$ cat config.mk
export PLATFORM = sky130hd
export DESIGN_NAME = fft_load_sequencer
export DESIGN_NICKNAME = d
export VERILOG_FILES = /design/src/rtl/fft_pkg.sv /design/src/rtl/fft_stage_counter.sv /design/src/rtl/fft_load_sequencer.sv
export SDC_FILE = /design/constraint.sdc
export NUM_CORES = 1
export LEC_CHECK = 0
export ABC_AREA = 1
export CAP_MARGIN = 0
export CORE_MARGIN = 3
export CORE_UTILIZATION = 42
export CTS_CLUSTER_DIAMETER = 100
export DETAILED_ROUTE_END_ITERATION = 10
export PLACE_DENSITY = 0.7
export REMOVE_ABC_BUFFERS = 1
export SYNTH_ARGS = -nofsm -noshare
export SYNTH_HDL_FRONTEND = slang
export SYNTH_SLANG_ARGS = --single-unit
$ cat constraint.sdc
create_clock -name clk -period 1.65 [get_ports clk]
set_clock_uncertainty 0.2 [all_clocks]
set_input_delay 0.165 -clock clk [delete_from_list [all_inputs] [get_ports clk]]
set_output_delay 0.165 -clock clk [all_outputs]
set_load 0.1 [all_outputs]
$ cat src/rtl/fft_pkg.sv
// Shared types and helpers for the FFT operand-load sequencer.
package fft_pkg;

  typedef enum logic [2:0] {
    IDLE,
    LOAD_SAMPLES,
    LOAD_TW_RE,
    LOAD_TW_IM,
    WAIT_BFLY,
    DONE
  } state_t;

  localparam logic [2:0] CNT_TW_RE         = 3'd4;
  localparam logic [2:0] CNT_TW_IM         = 3'd5;
  localparam int         SAMPLES_PER_GROUP = 4;

  // Decimation-in-time twiddle index: the low 'stage' bits of the butterfly
  // index, scaled up to the full-size ROM.
  function automatic int tw_addr_calc(input int stage, input int bfly_idx,
                                      input int num_stages);
    int mask;
    mask = (1 << stage) - 1;
    return (bfly_idx & mask) << (num_stages - 1 - stage);
  endfunction

endpackage

$ cat src/rtl/fft_stage_counter.sv
// Nested stage / butterfly-index counter walking every butterfly of a frame.
module fft_stage_counter #(
  parameter int NUM_STAGES = 3
) (
  input  logic                  clk,
  input  logic                  rst,
  input  logic                  inc,
  input  logic                  clr,
  output logic [NUM_STAGES-1:0] stage,
  output logic [NUM_STAGES-2:0] bfly_idx,
  output logic                  last_bfly,
  output logic                  last_stage
);

  localparam logic [NUM_STAGES-1:0] LAST_STAGE = NUM_STAGES'(NUM_STAGES - 1);

  assign last_bfly  = &bfly_idx;
  assign last_stage = (stage == LAST_STAGE);

  // Increment on the final butterfly of the final stage holds; the FSM clears.
  always_ff @(posedge clk) begin
    if (rst || clr) begin
      stage    <= '0;
      bfly_idx <= '0;
    end else if (inc) begin
      if (!last_bfly) begin
        bfly_idx <= bfly_idx + 1'b1;
      end else if (!last_stage) begin
        bfly_idx <= '0;
        stage    <= stage + 1'b1;
      end
    end
  end

endmodule

$ cat src/rtl/fft_load_sequencer.sv
// Sequences sample / twiddle operand loads per butterfly and hands each group to the butterfly unit.
module fft_load_sequencer
  import fft_pkg::*;
#(
  parameter int NUM_STAGES = 3,
  parameter int TW_ADDR_W  = NUM_STAGES - 1
) (
  input  logic                  clk,
  input  logic                  rst,
  input  logic                  start,
  input  logic                  sample_valid,
  output logic                  sample_ready,
  input  logic                  bfly_done,
  output logic                  bfly_start,
  output logic [2:0]            samples_loaded_count,
  output logic                  buf_wr,
  output logic [TW_ADDR_W-1:0]  tw_addr,
  output logic [NUM_STAGES-1:0] stage,
  output logic [NUM_STAGES-2:0] bfly_idx,
  output logic                  busy,
  output logic                  frame_done
);

  localparam logic [2:0] CNT_LAST_SAMPLE = 3'(SAMPLES_PER_GROUP - 1);

  state_t state;
  logic   last_bfly, last_stage;
  logic   done_ok, frame_end, ctr_inc, ctr_clr;

  // bfly_start marks the first WAIT_BFLY cycle; completion is only taken after it.
  assign done_ok   = (state == WAIT_BFLY) && bfly_done && !bfly_start;
  assign frame_end = last_bfly && last_stage;
  assign ctr_inc   = done_ok && !frame_end;
  assign ctr_clr   = (state == DONE);

  fft_stage_counter #(.NUM_STAGES(NUM_STAGES)) u_ctr (
    .clk        (clk),
    .rst        (rst),
    .inc        (ctr_inc),
    .clr        (ctr_clr),
    .stage      (stage),
    .bfly_idx   (bfly_idx),
    .last_bfly  (last_bfly),
    .last_stage (last_stage)
  );

  always_ff @(posedge clk) begin
    if (rst) begin
      state                <= IDLE;
      samples_loaded_count <= '0;
      bfly_start           <= 1'b0;
    end else begin
      bfly_start <= 1'b0;
      case (state)
        IDLE: if (start) state <= LOAD_SAMPLES;
        LOAD_SAMPLES: begin
          if (sample_valid) begin
            if (samples_loaded_count == CNT_LAST_SAMPLE) begin
              state                <= LOAD_TW_RE;
              samples_loaded_count <= CNT_TW_RE;
            end else begin
              samples_loaded_count <= samples_loaded_count + 3'd1;
            end
          end
        end
        LOAD_TW_RE: begin
          state                <= LOAD_TW_IM;
          samples_loaded_count <= CNT_TW_IM;
        end
        LOAD_TW_IM: begin
          state                <= WAIT_BFLY;
          samples_loaded_count <= '0;
          bfly_start           <= 1'b1;
        end
        WAIT_BFLY: if (done_ok) state <= frame_end ? DONE : LOAD_SAMPLES;
        DONE:      state <= IDLE;
        default:   state <= IDLE;
      endcase
    end
  end

  assign sample_ready = (state == LOAD_SAMPLES);
  assign buf_wr       = (sample_ready && sample_valid) ||
                        (state == LOAD_TW_RE) || (state == LOAD_TW_IM);
  assign busy         = (state != IDLE);
  assign frame_done   = (state == DONE);
  assign tw_addr      = TW_ADDR_W'(tw_addr_calc(32'(stage), 32'(bfly_idx), NUM_STAGES));

endmodule

== Word level (Yosys, flattened, before mapping) ==
Index checks and enable logic that the tools add are counted.

* Register bits after elaboration: 12
* Input port bits: 5
* Output and inout bits: 15
* Logic and storage cells: 56

* $add $sub $neg: 5
* Equal/unequal tests: 12
* Shifts and indexed selects: 2
* Mux-type cells: 12
* Bitwise operators: 2
* Reduce and logical (&&, ||, !) cells: 18

{| class="wikitable"
|+ Operator list
! kind !! count
|-
| $and 3x32->32 || 1
|-
| $shl 1x3->32 const A || 1
|-
| $shl 32x32->2 || 1
|-
| $sub 32x2->32 const B || 1
|-
| $mux 3 || 7
|-
| $pmux 3 s5 || 1
|-
| $eq 3x2->1 const B || 4
|-
| $pmux 3 s3 || 1
|-
| $ne 2x2->1 const B || 4
|-
| $reduce_and 4->1 || 2
|-
| $add 3x1->3 const B || 2
|-
| $eq 3x3->1 const B || 2
|-
| $reduce_and 2->1 || 3
|-
| $reduce_bool 3->1 || 2
|-
| $logic_and 1x1->1 || 5
|-
| $mux 2 || 2
|-
| $sub 2x3->4 const A || 1
|-
| $eq 3x1->1 const B || 1
|-
| $logic_not 3->1 || 1
|-
| $logic_or 1x1->1 || 3
|-
| $add 2x1->2 const B || 1
|-
| $logic_not 1->1 || 2
|-
| $ne 2x1->1 const B || 1
|-
| $mux 1 || 1
|-
| $not 1->1 || 1
|}

== Logic depth before layout (Yosys ltp) ==
Gate-level depths: netlist (run 1).

* Word-level depth: 5
* Depth in mapped cells: 8
* Mapped depth without buffers: 8

== Modules after synthesis ==
Synthesis (run 1) repeated with hierarchy kept, for this count alone.

* Cell total of the unflattened synthesis: 132
* Area total of the unflattened synthesis: 868.3 um^2

{| class="wikitable"
|+ Modules (own cells, without submodules)
! module !! instances !! cells each !! area each (um^2) !! seq. area each (um^2)
|-
| fft_load_sequencer || 1 || 90 || 558.0 || 140.1
|-
| fft_stage_counter || 1 || 42 || 310.3 || 100.1
|}

== Least setup slack after synthesis (run 1) ==
No wires, ideal clock.

* Path kind: flip-flop to output port
* Start: register u_ctr.stage[0]
* End: output tw_addr[0]
* Data arrival time: 3.762 ns
* Required time: 1.285 ns
* Setup slack: -2.477 ns
* Stages on the path, launching flop included: 6
* Buffers on the path: 0
* Cells stage by stage: dfxtp_1 > inv_1 > ha_1 > nand2_1 > nand2_1 > nor3_1

* Longest elaborated chain between the ends: 4

{| class="wikitable"
|+ RTL lines
! item !! line !! RTL
|-
| start: declaration || fft_stage_counter.sv:9 || <nowiki>output logic [NUM_STAGES-1:0] stage,</nowiki>
|-
| start signal: assignment || fft_stage_counter.sv:30 || <nowiki>stage <= stage + 1'b1;</nowiki>
|-
| $shl 1x3->32 || fft_pkg.sv:22 || <nowiki>mask = (1 << stage) - 1;</nowiki>
|-
| $sub 32x2->32 || fft_pkg.sv:22 ||
|-
| $and 3x32->32 || fft_pkg.sv:23 || <nowiki>return (bfly_idx & mask) << (num_stages - 1 - stage);</nowiki>
|-
| $shl 32x32->2 (*) || fft_pkg.sv:23 ||
|-
| end: declaration || fft_load_sequencer.sv:17 || <nowiki>output logic [TW_ADDR_W-1:0] tw_addr,</nowiki>
|}

Mark *: on every way between the ends. The rest lies on a longest branch, timed or not.

== Worst setup path in the final report (run 1) ==
* Start: register u_ctr.stage[0]
* End: output tw_addr[1]

The elaborated chain is that of the path after synthesis.

==> flow_summary.json, run 1 <==
{
  "dp_slack_ps": -35.27,
  "cp_cell_sequence": "buf_6 -> ha_2 -> inv_2 -> a31oi_1 -> nand2_1 -> nand2_2 -> buf_12",
  "cp-start-kind": "flip-flop",
  "grt_pass1_vias": 925,
  "num_vias": 925,
  "setup_ws_ps": -280.6,
  "avgSynthCellArea_um2": 6.813,
  "die-area_um2": 2494,
  "min_path_type": "flip-flop to flip-flop",
  "synthCells": 119,
  "cp.arrival_ps": 1570,
  "status": "finished, violations left",
  "relSlewSlack": 0.8222,
  "tns_ps": -502.9,
  "period_share": 1.170,
  "path_clk_slew_ps": 90,
  "synth_area_um2": 810.8,
  "drv_cap": 0,
  "ant_nets": 0,
  "globalplace.congestion": 0.8818,
  "synth.distinct_cells": 23,
  "clock_latency_ps": 280,
  "wirelength_um": 2401,
  "cts_tree": "yes",
  "final_hold_viol_count": 0,
  "pwr_density_cell_nw_per_um2": 1755,
  "crit_path_end_kind": "output pin",
  "ctsHoldBuffers": 0,
  "cpPeakStageDelay_ps": 400,
  "drt-vias-per-instance": 5.110,
  "fin_cells": 181,
  "start_util": 0.4547,
  "yosysTopAreaCellShare": 0.2963,
  "coreArea_um2": 1783,
  "post-place-cells": 174,
  "drt_iter0_markers": 16,
  "fp-row-count": 15,
  "diodes": 0,
  "yosys.area_share.simple": 0.3719,
  "setup_violations": 2,
  "crit_path_max_fanout": 4,
  "hold_ws_ps": 343.4,
  "die_w_um": 49.94,
  "drt_pre_antenna_iters": 4,
  "leakagePower_nw": 0.6322,
  "cp_slowest_cell": "dfxtp_4",
  "htree_levels": 1,
  "rsz0062_at_grt": "yes",
  "synth.area.top_cells": "dfxtp_1 (30%), nand2_1 (12%), ha_1 (11%)",
  "cp_num_buf_inv": 3,
  "cts.path.max_buffers": 2,
  "yosysWarningCount": 0,
  "fin_crit_ps": 1931,
  "violations": "setup timing",
  "die_h_um": 49.94,
  "cp_top_family": "flip-flops",
  "synth_adder_area_share": 0.1080,
  "wl_per_cell_um": 13.27,
  "worst_pin_slew_ps": 266.4,
  "portBuffers": 19,
  "critical_path_class": "flip-flop to output pin",
  "nets": 169,
  "grt_first_pass_wirelength_um": 4008,
  "numClockSinks": 12,
  "ios": 20,
  "drive_above_1_share": 0.4872,
  "fmax_mhz": 518.0,
  "synth-seq-cells": 12,
  "cts_root_buffer": "clkbuf_4",
  "antenna_found_initial": 0,
  "yosysTopAreaCell": "dfxtp_1",
  "final_cell_mix": "nand2_1 (21), nor2_1 (17), buf_12 (15), buf_4 (13), inv_1 (10)",
  "synth_compound_area_frac": 0.1235,
  "cts_buffers": 3,
  "area_delta_synth_final_pct": 77.78,
  "required_ps": 1280,
  "mostFrequentLayoutCell": "nand2_1",
  "grt_overflow": 0,
  "synthMuxAreaShare": 0,
  "synth_top_family_by_area": "simple AND/OR/NAND/NOR gates",
  "irDropWorstVdd_v": 0.001314,
  "grt_use_total": 0.2074,
  "ys_seq_area_frac": 0.2963,
  "route.detailed.drc": 0,
  "grt_max_degree": 8,
  "synth_xor_area_frac": 0.01080,
  "dpl.hpwl_um": 1598,
  "maxSlewViolCount": 0
}
-- area by class of cell --
| class | instances | area [um2] |
|---|---|---|
| clock buffer | 4 | 36.28 |
| fill | 111 | 341.6 |
| inverter | 19 | 77.57 |
| multi-input combinational | 88 | 591.8 |
| sequential | 12 | 255.2 |
| tap | 25 | 31.28 |
| timing repair buffer | 33 | 449.2 |
-- sequential cells by signal, summed over array words and instances, names as in the netlist --
| signal | cells |
|---|---|
| u_ctr.bfly_idx | 2 |
| u_ctr.stage | 3 |
| state | 3 |
| bfly_start | 1 |
| samples_loaded_count | 3 |
-- worst register-to-register path: cells and delay by family, from the launching register on --
kind,cells,cell delay [ps]
AO/OA/AOI/OAI,2,320
adder cells (fa/ha/maj),1,200
buffers and inverters,2,210
flip-flops,1,400
AND/OR/NAND/NOR,2,140
-- report_power, final --
part / internal, mW / switching (mW)
Combinational: 0.624 / 1.20
Clock: 0.134 / 0.111
Sequential: 0.367 / 0.0989
Total: 1.12 / 1.41
-- timing repair --
action,in CTS,in global routing
setup buffers,2,1
gates resized for setup,30,11
endpoints found under the setup margin,4,10
pin swaps,9,8
-- per-layer routing --
layer	GRT usage	wire length [um]	vias to the layer above
met5	0	0	-
met4	0.05069	31	0
met3	0.05136	141	4
met2	0.3678	1193	31
met1	0.2468	1035	434
li1	-	-	456
-- synth_stat cells --
master,number
inv_2,3
nand2_4,1
nor2_4,2
xor2_1,1
nand2_1,26
a21boi_2,1
o21ai_0,5
clkinv_2,1
o21ai_1,4
nor2_1,20
a21oi_1,4
dfxtp_1,12
nand4_1,1
ha_1,7
nand2_2,1
o21ai_2,1
inv_1,15
nand3_2,3
nor3b_2,1
nand3_1,6
nor3_1,2
a31oi_1,1
a21oi_2,1
-- cells by family after synthesis --
family / after synthesis
simple gates: 63
buf+inv: 19
compound gates: 17
flops: 12
fa+ha+maj: 7
xor+xnor: 1
-- metrics by stage --
| step | cell area, um2 | util | power, mW |
|---|---|---|---|
| CTS | 1405 | 0.7881 | 2.490 |
| global route | 1441 | 0.8084 | 2.672 |
| detailed placement | 1265 | 0.7095 | 2.177 |
| global placement | 1265 | 0.7095 | 2.147 |
| finish | 1441 | 0.8084 | 2.530 |
| floorplan | 810.8 | - | 1.594 |
-- final timing paths --
check | to | slack (ps) | cells past startpoint | start
setup / recovery | tw_addr[1] | -280 | 7 | u_ctr.stage[0]$_SDFFE_PP0P_
hold / removal | samples_loaded_count[1]$_SDFFE_PP0P_ | 340 | 2 | samples_loaded_count[1]$_SDFFE_PP0P_
setup reg to reg | u_ctr.stage[0]$_SDFFE_PP0P_ | 90 | 7 | u_ctr.stage[0]$_SDFFE_PP0P_
hold reg to reg | samples_loaded_count[1]$_SDFFE_PP0P_ | 340 | 2 | samples_loaded_count[1]$_SDFFE_PP0P_
Note: power is estimated with default switching activity, not from simulation.
==> inputs of run 2 (changes only) <==
--- a/config.mk
+++ b/config.mk
@@ -8,10 +8,10 @@
 export ABC_AREA = 1
 export CAP_MARGIN = 0
 export CORE_MARGIN = 3
-export CORE_UTILIZATION = 42
+export CORE_UTILIZATION = 47
 export CTS_CLUSTER_DIAMETER = 100
 export DETAILED_ROUTE_END_ITERATION = 10
-export PLACE_DENSITY = 0.7
+export PLACE_DENSITY = 0.77
 export REMOVE_ABC_BUFFERS = 1
 export SYNTH_ARGS = -nofsm -noshare
 export SYNTH_HDL_FRONTEND = slang
==> run 2 against run 1 <==
Net effect: the run still ends with setup timing left; sequential share of layout area rose by 0.19 points; combinational power rose by 3%; worst hold slack got worse by 10 ps; count of clock-buffer cells in the layout did not move; core utilization rose by 10 points; wire length rose by 18%; via count rose by 4.4%; non-clock buffer count did not move; final cell count fell by 5.0%; critical path type unchanged; highest routed layer unchanged.
==> flow_summary.json, run 2 (synthesis results as in run 1) <==
{
  "cp.arrival_ps": 1510,
  "mostFrequentLayoutCell": "nand2_1",
  "routed.top_layer": "met4",
  "cts_tree": "yes",
  "grt_use_total": 0.2643,
  "crit_path_max_fanout": 4,
  "dpl.hpwl_um": 1741,
  "numClockSinks": 12,
  "fin_cells": 172,
  "setup_violations": 2,
  "wl_per_cell_um": 16.42,
  "cpPeakStageDelay_ps": 380,
  "drt-vias-per-instance": 5.616,
  "p_int_mw": 1.144,
  "final_cell_mix": "nand2_1 (21), nor2_1 (17), buf_12 (15), buf_4 (13), inv_1 (12)",
  "nets": 169,
  "crit_path_end_kind": "output pin",
  "die-area_um2": 2260,
  "cp_top_family": "simple AND/OR/NAND/NOR gates",
  "seqPwrFrac": 0.182,
  "power_frac_clock": 0.089,
  "tns_ps": -439.5,
  "dr_wl_met3_um": 124,
  "route.detailed.drc": 0,
  "pwr_density_cell_nw_per_um2": 1822,
  "dp_slack_ps": -50.00,
  "wirelength_um": 2824,
  "portBuffers": 19,
  "diodes": 0,
  "htree_levels": 1,
  "drt_pre_antenna_iters": 4,
  "comb_power_share": 0.729,
  "rsz0062_at_grt": "yes",
  "grt_overflow": 0,
  "met1_length_um": 1098,
  "cp_slowest_cell": "dfxtp_4",
  "fmax_mhz": 532.5,
  "ios": 20,
  "coreArea_um2": 1559,
  "antenna_found_initial": 0,
  "cp_num_buf_inv": 1,
  "start_util": 0.5201,
  "clock_latency_ps": 270,
  "die_h_um": 47.54,
  "num_vias": 966,
  "grt_first_pass_wirelength_um": 4188,
  "cp-start-kind": "flip-flop",
  "grt_pass1_vias": 969,
  "net-switching-power_mw": 1.441,
  "min_path_type": "flip-flop to flip-flop",
  "drt_iter0_markers": 27,
  "wl_met2_um": 1485,
  "period_share": 1.138,
  "drv_cap": 0,
  "n_fill_cell": 62,
  "area_delta_synth_final_pct": 75.00,
  "cts.path.max_buffers": 2,
  "grt_max_degree": 8,
  "cp_cell_sequence": "ha_4 -> nor2_4 -> o21ai_2 -> nor2_1 -> nand3_1 -> nand2_2 -> buf_12",
  "cts_buffers": 3,
  "worst_pin_slew_ps": 256.9,
  "irDropWorstVdd_v": 0.001832,
  "required_ps": 1280,
  "swShare": 0.5575,
  "violations": "setup timing",
  "post-place-cells": 164,
  "leakagePower_nw": 0.6376,
  "globalplace.congestion": 0.8115,
  "fin_crit_ps": 1878,
  "maxSlewViolCount": 0,
  "setup_ws_ps": -228.0,
  "biggestRegsByFlops": "samples_loaded_count x3, state x3, u_ctr.stage x3",
  "path_clk_slew_ps": 80,
  "ctsHoldBuffers": 0,
  "cts_root_buffer": "clkbuf_4",
  "status": "finished, violations left",
  "drive_above_1_share": 0.4423,
  "fp-row-count": 14,
  "relSlewSlack": 0.8281,
  "ant_nets": 0,
  "final_hold_viol_count": 0,
  "die_w_um": 47.54,
  "critical_path_class": "flip-flop to output pin"
}
-- run 2: worst paths after layout --
kind / cells past startpoint / startpoint / endpoint / slack, ps
worst min register to register: 2 / samples_loaded_count[2]$_SDFFE_PP0P_ / samples_loaded_count[2]$_SDFFE_PP0P_ / 330
worst min-delay path: 2 / samples_loaded_count[2]$_SDFFE_PP0P_ / samples_loaded_count[2]$_SDFFE_PP0P_ / 330
worst max-delay path: 7 / u_ctr.stage[0]$_SDFFE_PP0P_ / tw_addr[1] / -230
worst max register to register: 7 / u_ctr.stage[0]$_SDFFE_PP0P_ / u_ctr.stage[1]$_SDFFE_PP0P_ / 10
-- run 2: tightest hold or removal path, stage by stage (launching register included) --
cell and delay [ps]:
dfxtp_1 350, nand2_1 100, a21oi_2 50
-- run 2: area by class of cell --
class	instances	area (um2)	share of cell area
Clock buffer	4	36.28	0.02557
Inverter	19	77.57	0.05467
Multi-Input combinational cell	88	581.8	0.4101
Sequential cell	12	254.0	0.1790
Tap cell	16	20.02	0.01411
Timing Repair Buffer	33	449.2	0.3166
-- run 2: what timing repair did --
action / 4_1_cts / 5_1_grt
resized for setup: 24 / 10
pin swaps: 9 / 6
endpoints found under the setup margin: 6 / 11
buffers inserted: 4 / 0
-- run 2: per-layer routing --
layer,GRT usage,up-vias
met5,0,-
met4,0.1505,0
met3,0.06015,14
met2,0.4706,41
met1,0.2844,459
li1,-,452
-- run 2: per-stage QoR --
stage / hold WS (ps) / util / cell area (um2) / total power, mW
floorplan: 27.44 / - / 810.8 / 1.594
global placement: 312.7 / 0.7994 / 1246 / 2.174
detailed placement: 320.6 / 0.7994 / 1246 / 2.211
CTS: 332.5 / 0.8884 / 1385 / 2.471
global route: 359.0 / 0.9101 / 1419 / 2.692
finish: 333.3 / 0.9101 / 1419 / 2.585
-- run 2: power by group through the flow --
| stage | clock network, mW | logic [mW] | registers [mW] |
|---|---|---|---|
| 2_1_floorplan | 0 | 0.913 | 0.681 |
| 3_3_place_gp | 0 | 1.73 | 0.447 |
| 3_5_place_dp | 0 | 1.76 | 0.452 |
| 4_1_cts | 0.233 | 1.79 | 0.447 |
| 5_1_grt | 0.243 | 1.97 | 0.481 |
| 6_report | 0.231 | 1.88 | 0.469 |
==> inputs of run 3 (changes only) <==
--- a/config.mk
+++ b/config.mk
@@ -11,6 +11,7 @@
 export CORE_UTILIZATION = 47
 export CTS_CLUSTER_DIAMETER = 100
 export DETAILED_ROUTE_END_ITERATION = 10
+export MAX_ROUTING_LAYER = met4
 export PLACE_DENSITY = 0.77
 export REMOVE_ABC_BUFFERS = 1
 export SYNTH_ARGS = -nofsm -noshare
==> run 3 against run 2 <==
Net effect: the flow still finishes with violations (setup timing); setup slack improved by 2.2 ps; sequential cell count unchanged; non-clock buffer count did not move; critical path type unchanged.
==> flow_summary.json, run 3 (synthesis results as in run 1) <==
{
  "leakagePower_nw": 0.6376,
  "drt_pre_antenna_iters": 4,
  "start_util": 0.5201,
  "period_share": 1.137,
  "cp_slowest_cell": "dfxtp_4",
  "area_delta_synth_final_pct": 75.00,
  "diodes": 0,
  "drv_cap": 0,
  "num_vias": 974,
  "ant_nets": 0,
  "cts_tree": "yes",
  "grt_max_degree": 8,
  "numClockSinks": 12,
  "fp-row-count": 14,
  "wirelength_um": 2812,
  "crit_path_end_kind": "output pin",
  "wl_per_cell_um": 16.35,
  "drt-vias-per-instance": 5.663,
  "fin_cells": 172,
  "tns_ps": -443.2,
  "violations": "setup timing",
  "ff_latch_area_um2": 254.0,
  "portBuffers": 19,
  "setup_violations": 2,
  "die-area_um2": 2260,
  "worst_pin_slew_ps": 263.2,
  "grt_overflow": 0,
  "die_w_um": 47.54,
  "rsz0062_at_grt": "yes",
  "post-place-cells": 164,
  "cts_root_buffer": "clkbuf_4",
  "path_clk_slew_ps": 80,
  "grt_use_total": 0.2727,
  "nets": 169,
  "critical_path_class": "flip-flop to output pin",
  "fmax_mhz": 533.1,
  "ios": 20,
  "cpPeakStageDelay_ps": 380,
  "htree_levels": 1,
  "min_path_type": "flip-flop to flip-flop",
  "place_area_um2": 1246,
  "mostFrequentLayoutCell": "nand2_1",
  "cp_cell_sequence": "ha_4 -> nor2_4 -> o21ai_2 -> nor2_1 -> nand3_1 -> nand2_2 -> buf_12",
  "cp.arrival_ps": 1510,
  "die_h_um": 47.54,
  "irDropWorstVdd_v": 0.001818,
  "fin_area_um2": 1419,
  "route.detailed.drc": 0,
  "final_hold_viol_count": 0,
  "antenna_found_initial": 0,
  "cp-start-kind": "flip-flop",
  "relSlewSlack": 0.8239,
  "maxSlewViolCount": 0,
  "grt_pass1_vias": 965,
  "biggestRegsByFlops": "samples_loaded_count x3, state x3, u_ctr.stage x3",
  "fin_crit_ps": 1876,
  "dp_slack_ps": -50.00,
  "ctsHoldBuffers": 0,
  "dpl.hpwl_um": 1741,
  "required_ps": 1280,
  "total_power_mw": 2.583,
  "drive_above_1_share": 0.4423,
  "cts.path.max_buffers": 2,
  "crit_path_max_fanout": 4,
  "drt_iter0_markers": 27,
  "coreArea_um2": 1559,
  "grt_first_pass_wirelength_um": 4202,
  "clock_latency_ps": 270,
  "cts_buffers": 3,
  "final_cell_mix": "nand2_1 (21), nor2_1 (17), buf_12 (15), buf_4 (13), inv_1 (12)",
  "globalplace.congestion": 0.8234,
  "pwr_density_cell_nw_per_um2": 1821,
  "multi_input_area_um2": 581.8,
  "setup_ws_ps": -225.8,
  "status": "finished, violations left",
  "n_fill_cell": 62
}
run 3: cell counts in the layout (fill, tap and decap cells not counted):
Identical to the previous run, type by type.
run 3: worst max-delay path, delay by kind of cell, from the launching register on:
family                   cells  cell delay, ps
adder cells (fa/ha/maj)      1             170
flip-flops                   1             380
AO/OA/AOI/OAI                1              90
buffers and inverters        1             170
AND/OR/NAND/NOR              4             430
run 3: timing repair:
action | 4_1_cts | 5_1_grt
setup buffers | 4 | 0
pin swaps | 9 | 6
resized for setup | 24 | 10
endpoints found under the setup margin | 6 | 11
run 3: layer usage:
metal,global-route usage,wire length [um],vias up
met4,0.1505,152,0
met5,-,0,-
met3,0.06015,134,20
met2,0.4706,1451,54
li1,-,-,452
met1,0.2844,1074,448
run 3: power by group:
group,internal [mW],leakage [nW],switching [mW]
clock network,0.134,0.0210,0.0989
registers,0.367,0.101,0.100
logic,0.643,0.516,1.24
total,1.14,0.638,1.44
run 3: path summary, 6_finish.rpt:
kind                                              from                                    to  slack, ps  cells after the start
setup reg to reg           u_ctr.stage[0]$_SDFFE_PP0P_           u_ctr.stage[1]$_SDFFE_PP0P_         10                      7
hold / removal    samples_loaded_count[2]$_SDFFE_PP0P_  samples_loaded_count[2]$_SDFFE_PP0P_        330                      2
setup / recovery           u_ctr.stage[0]$_SDFFE_PP0P_                            tw_addr[1]       -230                      7
hold reg to reg   samples_loaded_count[2]$_SDFFE_PP0P_  samples_loaded_count[2]$_SDFFE_PP0P_        330                      2
run 3: cell type report:
type | instances | area share
clock buffer | 4 | 0.02557
inverter | 19 | 0.05467
multi-input combinational | 88 | 0.4101
sequential | 12 | 0.1790
tap | 16 | 0.01411
timing repair buffer | 33 | 0.3166
run 3: through the flow:
| stage | utilization | hold slack, ps |
|---|---|---|
| 2_1_floorplan | - | 27.44 |
| 3_3_place_gp | 0.7994 | 312.7 |
| 3_5_place_dp | 0.7994 | 320.6 |
| 4_1_cts | 0.8884 | 332.5 |
| 5_1_grt | 0.9101 | 359.0 |
| 6_report | 0.9101 | 331.9 |
